`src/rtl/seq_mux_pkg.sv`:
```
// Shared definitions for seq_chan_mux.
//   MODE_DIRECT / MODE_SCAN : encodings of the mode input.
//   mode_e                  : state type of the mode FSM.
package seq_mux_pkg;

  localparam logic MODE_DIRECT = 1'b0;
  localparam logic MODE_SCAN   = 1'b1;

  typedef enum logic {
    ModeDirect = MODE_DIRECT,
    ModeScan   = MODE_SCAN
  } mode_e;

endpackage

```
`src/rtl/rr_next_ch.sv`:
```
// Wrap-around priority search: first enabled channel at or after ptr.
// Ports:
//   ch_en : per-channel enable mask
//   ptr   : search start index
//   found : at least one channel enabled
//   idx   : index of the first enabled channel at or after ptr (wrapping N-1 -> 0)
module rr_next_ch #(
  parameter int unsigned N = 8,
  localparam int unsigned SW = $clog2(N)
) (
  input  logic [N-1:0]  ch_en,
  input  logic [SW-1:0] ptr,
  output logic          found,
  output logic [SW-1:0] idx
);

  logic [N-1:0]  rot;
  logic [SW-1:0] off;

  always_comb begin
    // Rotating the doubled mask right by ptr puts channel ptr at bit 0, so the
    // lowest set bit is the distance from ptr to the target.
    rot   = N'({ch_en, ch_en} >> ptr);
    found = |rot;
    off   = '0;
    for (int i = N - 1; i >= 0; i--) begin
      if (rot[i]) off = SW'(i);
    end
    // N is a power of two, so SW-bit addition wraps modulo N.
    idx = ptr + off;
  end

endmodule

```
`src/rtl/seq_chan_mux.sv`:
```
// Registered N-channel, W-bit multiplexer with a valid/ready output stage.
// Direct mode selects channel sel; scan mode round-robins over ch_en.
// Ports:
//   clk, rst            : clock, asynchronous active-high reset
//   in_data             : N packed channels, channel k at [k*W +: W]
//   in_valid / in_ready : input handshake (in_ready = !out_valid || out_ready)
//   mode                : 0 = direct, 1 = scan
//   sel                 : channel index in direct mode
//   ch_en               : channel enable mask in scan mode
//   out_data, out_ch    : held word and the index of its channel
//   out_valid/out_ready : output handshake
module seq_chan_mux
  import seq_mux_pkg::*;
#(
  parameter int unsigned N = 8,
  parameter int unsigned W = 8,
  localparam int unsigned SW = $clog2(N)
) (
  input  logic           clk,
  input  logic           rst,
  input  logic [N*W-1:0] in_data,
  input  logic           in_valid,
  output logic           in_ready,
  input  logic           mode,
  input  logic [SW-1:0]  sel,
  input  logic [N-1:0]   ch_en,
  output logic [W-1:0]   out_data,
  output logic [SW-1:0]  out_ch,
  output logic           out_valid,
  input  logic           out_ready
);

  mode_e         mode_q;
  logic [SW-1:0] ptr_q;
  logic [SW-1:0] search_ptr;
  logic [SW-1:0] rr_idx;
  logic          rr_found;
  logic [SW-1:0] target;
  logic [SW-1:0] ptr_next;
  logic          has_target;
  logic          capture;
  logic [W-1:0]  sel_word;

  assign in_ready = !out_valid || out_ready;

  // On the direct -> scan transition the search starts from 0 in that same cycle.
  assign search_ptr = (mode_q == ModeDirect) ? '0 : ptr_q;

  rr_next_ch #(
    .N(N)
  ) u_rr_next_ch (
    .ch_en(ch_en),
    .ptr  (search_ptr),
    .found(rr_found),
    .idx  (rr_idx)
  );

  always_comb begin
    target     = (mode == MODE_SCAN) ? rr_idx : sel;
    has_target = (mode == MODE_DIRECT) || rr_found;
    capture    = in_valid && in_ready && has_target;
    ptr_next   = target + SW'(1);
    sel_word   = in_data[W*int'(target) +: W];
  end

  // Mode FSM and scan pointer.
  always_ff @(posedge clk or posedge rst) begin
    if (rst) begin
      mode_q <= ModeDirect;
      ptr_q  <= '0;
    end else begin
      case (mode_q)
        ModeDirect: begin
          if (mode == MODE_SCAN) begin
            mode_q <= ModeScan;
            ptr_q  <= capture ? ptr_next : '0;
          end
        end
        ModeScan: begin
          if (mode == MODE_DIRECT) begin
            mode_q <= ModeDirect;
          end else if (capture) begin
            ptr_q <= ptr_next;
          end
        end
        default: mode_q <= ModeDirect;
      endcase
    end
  end

  // Output register; a capture overwrites the held word even while it is popped.
  always_ff @(posedge clk or posedge rst) begin
    if (rst) begin
      out_data  <= '0;
      out_ch    <= '0;
      out_valid <= 1'b0;
    end else if (capture) begin
      out_data  <= sel_word;
      out_ch    <= target;
      out_valid <= 1'b1;
    end else if (out_ready) begin
      out_valid <= 1'b0;
    end
  end

endmodule

```
`config.mk`:
```
export PLATFORM = sky130hd
export DESIGN_NAME = seq_chan_mux
export DESIGN_NICKNAME = d
export VERILOG_FILES = /design/src/rtl/seq_mux_pkg.sv /design/src/rtl/rr_next_ch.sv /design/src/rtl/seq_chan_mux.sv
export SDC_FILE = /design/constraint.sdc
export NUM_CORES = 1
export LEC_CHECK = 0
export CAP_MARGIN = 10
export CORE_MARGIN = 3
export CORE_UTILIZATION = 41
export CTS_CLUSTER_SIZE = 28
export DETAILED_ROUTE_END_ITERATION = 8
export PLACE_DENSITY = 0.91
export SETUP_SLACK_MARGIN = 0.2
export SYNTH_ARGS = -nofsm -noshare
export SYNTH_HDL_FRONTEND = slang
export SYNTH_SLANG_ARGS = --single-unit
export TNS_END_PERCENT = 20
```
`constraint.sdc`:
```
create_clock -name clk -period 4.3 [get_ports clk]
set_input_delay 1.29 -clock clk [delete_from_list [all_inputs] [get_ports clk]]
set_output_delay 1.29 -clock clk [all_outputs]
set_load 0.03 [all_outputs]
```
==> results.ini, run 1 <==
[placed_design]
dp_cells=339
port_buffers=92
gp_congestion=0.9634
dp_hpwl_um=5582

[cts]
clock_latency_ns=0.25
cts.path.max_buffers=2
h-tree-depth=1
clock_sinks=16
holdBufCountCts=0
cts_tree=done
cts-root-buf=clkbuf_8
numCtsBuffers=3
clk_pin_slew_ns=0.06

[synth]
syn_inst=183
ys_ff_latch=16
ys_seq_area_share_pct=21.38
synthAdderAreaFrac_pct=2.405
synthXorXnorAreaFrac_pct=0.9352
yosys.area_share.simple_pct=14.83
synth_cell_type_count=47
synthTopCellsByArea=dfrtp_1 (21%), mux4_2 (19%), mux2i_1 (9.6%)
synth.most_common_cell=mux2i_1
yosys_warnings=0
synthFlopType=dfrtp_1
netlist.top_cell.by_area=dfrtp_1
synth_mux_area_share_pct=31.53
synth_compound_area_share_pct=20.91
netlist.area_leader.share_pct=21.38
synth_top_family_by_area=multiplexers
synth_fp_nets=266
synth-edff-count=0
synthTopCellsByCount=mux2i_1 (18), dfrtp_1 (16), mux4_2 (16), nor2_1 (16), nand2_1 (15)
netlist_area_um2=1873
syn_area_per_cell_um2=10.24
async_flop_share_pct=100.0

[finish]
multi_input_area_um2=1475
nNetsFinal=386
area_growth_pct=74.15
drive_gt1_share_pct=33.22
nFillCells=238
finalNonFillerCells=351
antenna_cells=0
seq_area_um2=400.4

[pwr]
p_leak_nw=1.324
p_per_area_nw_per_um2=518.1
p_total_w=0.001690
peakVddDrop_mv=0.3086

[setup_path]
critPathKind=in -> reg
cpPeakStageDelay_ns=0.37
crit_top_cell=nand2_1
start_kind=primary input
r2r_setup_slack_ns=0.25
cp.arrival_ns=4.31
crit_fanout=7
slowest_stage=a311o_1
crit_path_end_kind=flip-flop
worstPathRequired_ns=4.44
crit_chain=buf_8 -> mux2i_2 -> mux2i_2 -> a311o_1 -> o21ai_1 -> nand2_1 -> nand2_1 -> nand2_1 -> a21boi_1 -> ha_2 -> inv_2 -> fa_2 -> xnor2_2 -> nand2_1 -> o311ai_4 -> buf_6 -> mux2i_2 -> a21oi_2

[floorplan]
io_pins=93
die_w_um=73.59
dieArea_um2=5415
start_util_pct=44.58
fp-row-count=23
die_h_um=73.59
core_area_um2=4202

[sta]
fin_skew_ns=0.002610
drv_slew=0
finalCritPeriodShare_pct=96.98
post-route-min-period_ns=4.170
rsz0062_at_grt=true
max_slew_margin_pct=50.40
tightest_slew_ns=0.7440
setup_viol=0
clock.fmax_ghz=0.2398
hold_viol_final=0

[drt]
drt_wl_total_um=7557
drt_iter0_markers=208
vias=2170
wl_per_cell_um=21.53
drc=0
first_pass_iters=4
post_drt_via_cell_ratio=6.182
antenna_left=0

[grt]
grt-ovfl-total=0
grt_pass1_wl_um=10680
grt.total_usage_pct=25.87
grt_max_degree=19
grt_pass1_vias=2289
antenna_found_initial=0

[worst_hold_path]
hold_class=reg -> reg

[run]
cap_viol_max_count=0

[run_status]
outcome=complete, no violations

==> final cells by class <==
cell class	count	area share [%]
Clock buffer	3	1.266
Inverter	7	0.8055
Multi-Input combinational cell	144	45.22
Sequential cell	16	12.27
Tap cell	50	1.918
Timing Repair Buffer	131	38.51
==> through the flow <==
step | cell area (µm²) | hold slack (ns) | utilization (%) | setup TNS [ns] | setup slack, ns
after floorplan | 1911 | 0.5874 | - | 0 | 0.2018
after global placement | 2995 | 0.4693 | 71.29 | -3.669 | -0.3615
after detailed placement | 2995 | 0.5032 | 71.29 | -5.489 | -0.6130
after CTS | 3128 | 0.5217 | 74.45 | 0 | 0.2014
after global routing | 3262 | 0.5408 | 77.64 | 0 | 0.01352
final | 3262 | 0.5080 | 77.64 | 0 | 0.1300
==> state kept, by name, indices dropped and copies added (netlist names) <==
| signal | flops |
|---|---|
| out_valid | 1 |
| out_data | 8 |
| mode_q | 1 |
| ptr_q | 3 |
| out_ch | 3 |
==> where the power goes <==
group          switching [W]  internal (W)  total, W
registers          0.0000856      0.000210  0.000295
clock network      0.0000528     0.0000622  0.000115
logic               0.000607      0.000673   0.00128
==> cell usage in the layout, fill, tap and decap left out, types with 9 or more instances in the layout <==
master	count
clkdlybuf4s50_1	84
buf_4	33
mux4_2	16
dfrtp_1	16
nand2_1	15
nor2_1	15
mux2i_1	10
a21oi_1	9
buf_6	9
==> routing by layer <==
metal	share of wire (%)	routed length [µm]	track usage, %	up-vias
li1	-	-	-	947
met3	7.0	532	4.788	27
met1	35	2608	28.23	1059
met4	3.9	291	11.07	0
met2	55	4124	48.13	137
met5	0	0	0	-
==> repair_timing <==
| action | 4_1_cts | 5_1_grt |
|---|---|---|
| pin swaps | 12 | 15 |
| buffers inserted | 5 | 4 |
| resized for setup | 41 | 36 |
| setup endpoints to repair | 12 | 11 |
==> critical path: cells and delay by family <==
kind	cells	cell delay (ns)
adders and majority gates	2	0.55
AOI/OAI and AO/OA	5	1.03
xor gates and xnor gates	1	0.20
muxes	3	0.54
and+or+nand+nor	4	0.33
buffers and inverters	3	0.36
==> cell families after synthesis <==
kind of cell,Yosys count
adder cells (fa/ha/maj),3
XOR/XNOR,2
flip-flops,16
buffers and inverters,23
AND/OR/NAND/NOR,51
multiplexers,38
AO/OA/AOI/OAI,50
==> path summary, 6_finish.rpt <==
| kind | start | end | depth (start not counted) |
|---|---|---|---|
| setup / recovery | ch_en[3] | out_data[4] | 18 |
| hold / removal | out_ch[1] | out_ch[1] | 1 |
| setup reg to reg | ptr_q[0] | out_data[4] | 17 |
| hold reg to reg | out_ch[1] | out_ch[1] | 1 |
| max in group asynchronous | rst | mode_q | 2 |
| min in group asynchronous | rst | out_data[3] | 2 |
Power figures use the tool's default switching activity.
==> run 2, diff against run 1 <==
- HOLD_SLACK_MARGIN: default -> 0.12
==> results of run 2 <==
The final DEF is identical to that of run 1; final timing and power are the same.
==> run 3, diff against run 2 <==
- CORE_UTILIZATION: 41 -> 30
- PLACE_DENSITY: 0.91 -> default
- PLACE_DENSITY_LB_ADDON: default -> 0.1
==> results.ini, run 3 (synthesized netlist as in run 1, its figures left out) <==
[run_status]
outcome=complete, no violations

[cts]
clock_latency_ns=0.25
cts.path.max_buffers=2
cts_tree=done
clk_pin_slew_ns=0.07
h-tree-depth=1
cts-root-buf=clkbuf_8
numCtsBuffers=3
clock_sinks=16

[setup_path]
worstPathRequired_ns=4.43
cp_num_buf_inv=7
crit_top_cell=buf_4
crit_fanout=14
cp.arrival_ns=4.10
cpPeakStageDelay_ns=0.48
crit_path_end_kind=flip-flop
critPathTopFamily=buffers and inverters
crit_chain=buf_2 -> mux2i_4 -> buf_6 -> buf_4 -> buf_4 -> nand2_1 -> o2111ai_2 -> buf_4 -> buf_4 -> a31o_2 -> nand3_1 -> fa_2 -> a21oi_4 -> buf_12 -> mux4_2 -> mux2i_1 -> a21oi_1
critPathKind=in -> reg
slowest_stage=fa_2
start_kind=primary input

[drt]
wl_per_cell_um=15.62
drt_wl_total_um=5937
vias=1972
drc=0
first_pass_iters=4
drt_iter0_markers=46
post_drt_via_cell_ratio=5.189
antenna_left=0

[floorplan]
die_h_um=85.02
io_pins=93
dieArea_um2=7228
start_util_pct=31.27
core_area_um2=5991
fp-row-count=28
die_w_um=85.02

[sta]
rsz0062_at_grt=true
tns_ns=0
clock.fmax_ghz=0.2521
tightest_slew_ns=0.7236
fin_skew_ns=0.006347
max_slew_margin_pct=51.76
finalCritPeriodShare_pct=92.25
fin_ws_ns=0.3331
post-route-min-period_ns=3.967
drv_slew=0
holdWs_ns=0.5171
setup_viol=0
hold_viol_final=0

[placed_design]
dp_hpwl_um=4855
dp_cells=368
pre_cts_slack_ns=-0.4897
port_buffers=92
gp_congestion=0.8109

[run]
cap_viol_max_count=0

[finish]
layout_common_cells=clkdlybuf4s50_1 (84), buf_4 (38), nor2_1 (16), mux4_2 (16), dfrtp_1 (16)
largest_register_ffs=8
drive_gt1_share_pct=32.13
nNetsFinal=389
reg_top3=out_data (8), out_ch (3), ptr_q (3)
nFillCells=557
regMostFlops=out_data
finalNonFillerCells=380
final_common_cell=clkdlybuf4s50_1
area_growth_pct=74.68
antenna_cells=0

[pwr]
p_leak_nw=1.339
peakVddDrop_mv=0.2647
p_per_area_nw_per_um2=503.0
p_total_w=0.001646

[grt]
grt_pass1_wl_um=9742
grt_max_degree=19
grt.total_usage_pct=16.43
grt_pass1_vias=2142
grt-ovfl-total=0
antenna_found_initial=0

[worst_hold_path]
hold_class=reg -> reg

## run 3: worst paths after layout
check                           from          end  slack, ns  cells past startpoint
max reg2reg                 ptr_q[0]  out_data[6]       0.46                     15
min reg2reg                out_ch[1]    out_ch[1]       0.52                      1
min in group asynchronous        rst       mode_q       1.40                      2
max in group asynchronous        rst  out_data[7]       2.51                      2
max                         ch_en[0]  out_data[6]       0.33                     17
min                        out_ch[1]    out_ch[1]       0.52                      1
## run 3: layout make-up
cell class | instances | area [µm²] | area share (%)
Inverter | 7 | 26.28 | 0.8031
Timing Repair Buffer | 134 | 1257 | 38.43
Clock buffer | 4 | 55.05 | 1.683
Multi-Input combinational cell | 144 | 1439 | 43.98
Tap cell | 75 | 93.84 | 2.868
Sequential cell | 16 | 400.4 | 12.24
## run 3: what timing repair did
action	4_1_cts	5_1_grt
pin swaps	17	14
hold buffers	0	0
setup endpoints to repair	12	10
buffers inserted	5	3
resized for setup	29	30
## run 3: through the flow
stage	utilization, %	cell area [µm²]
5_1_grt	54.62	3272
2_1_floorplan	-	1911
6_report	54.62	3272
3_3_place_gp	51.23	3069
4_1_cts	53.22	3188
3_5_place_dp	51.23	3069
## run 3: worst reg2reg max path, cell delays in order, from the launching register on
cell and delay (ns):
dfrtp_1 0.81, buf_4 0.33, mux2i_2 0.32, buf_4 0.16
a22oi_1 0.07, o2111ai_2 0.13, buf_4 0.16, nand2_1 0.06
a31o_2 0.22, nand3_1 0.11, fa_2 0.48, a21oi_4 0.17
buf_12 0.16, mux4_2 0.29, mux2i_1 0.16, a21oi_1 0.08
## run 3: where the power goes
part | leakage, nW | total (W) | internal [W] | switching (W)
logic | 1.12 | 0.00122 | 0.000675 | 0.000543
registers | 0.186 | 0.000293 | 0.000210 | 0.0000835
clock network | 0.0288 | 0.000134 | 0.0000813 | 0.0000530
## run 3: per-layer routing
metal  vias to the layer above  GRT usage [%]  share of wire (%)
met1                       926          18.64                 38
li1                        952              -                  -
met4                         0          5.324                2.2
met5                         -              0                  0
met2                        84          29.87                 51
met3                        10          4.175                7.9
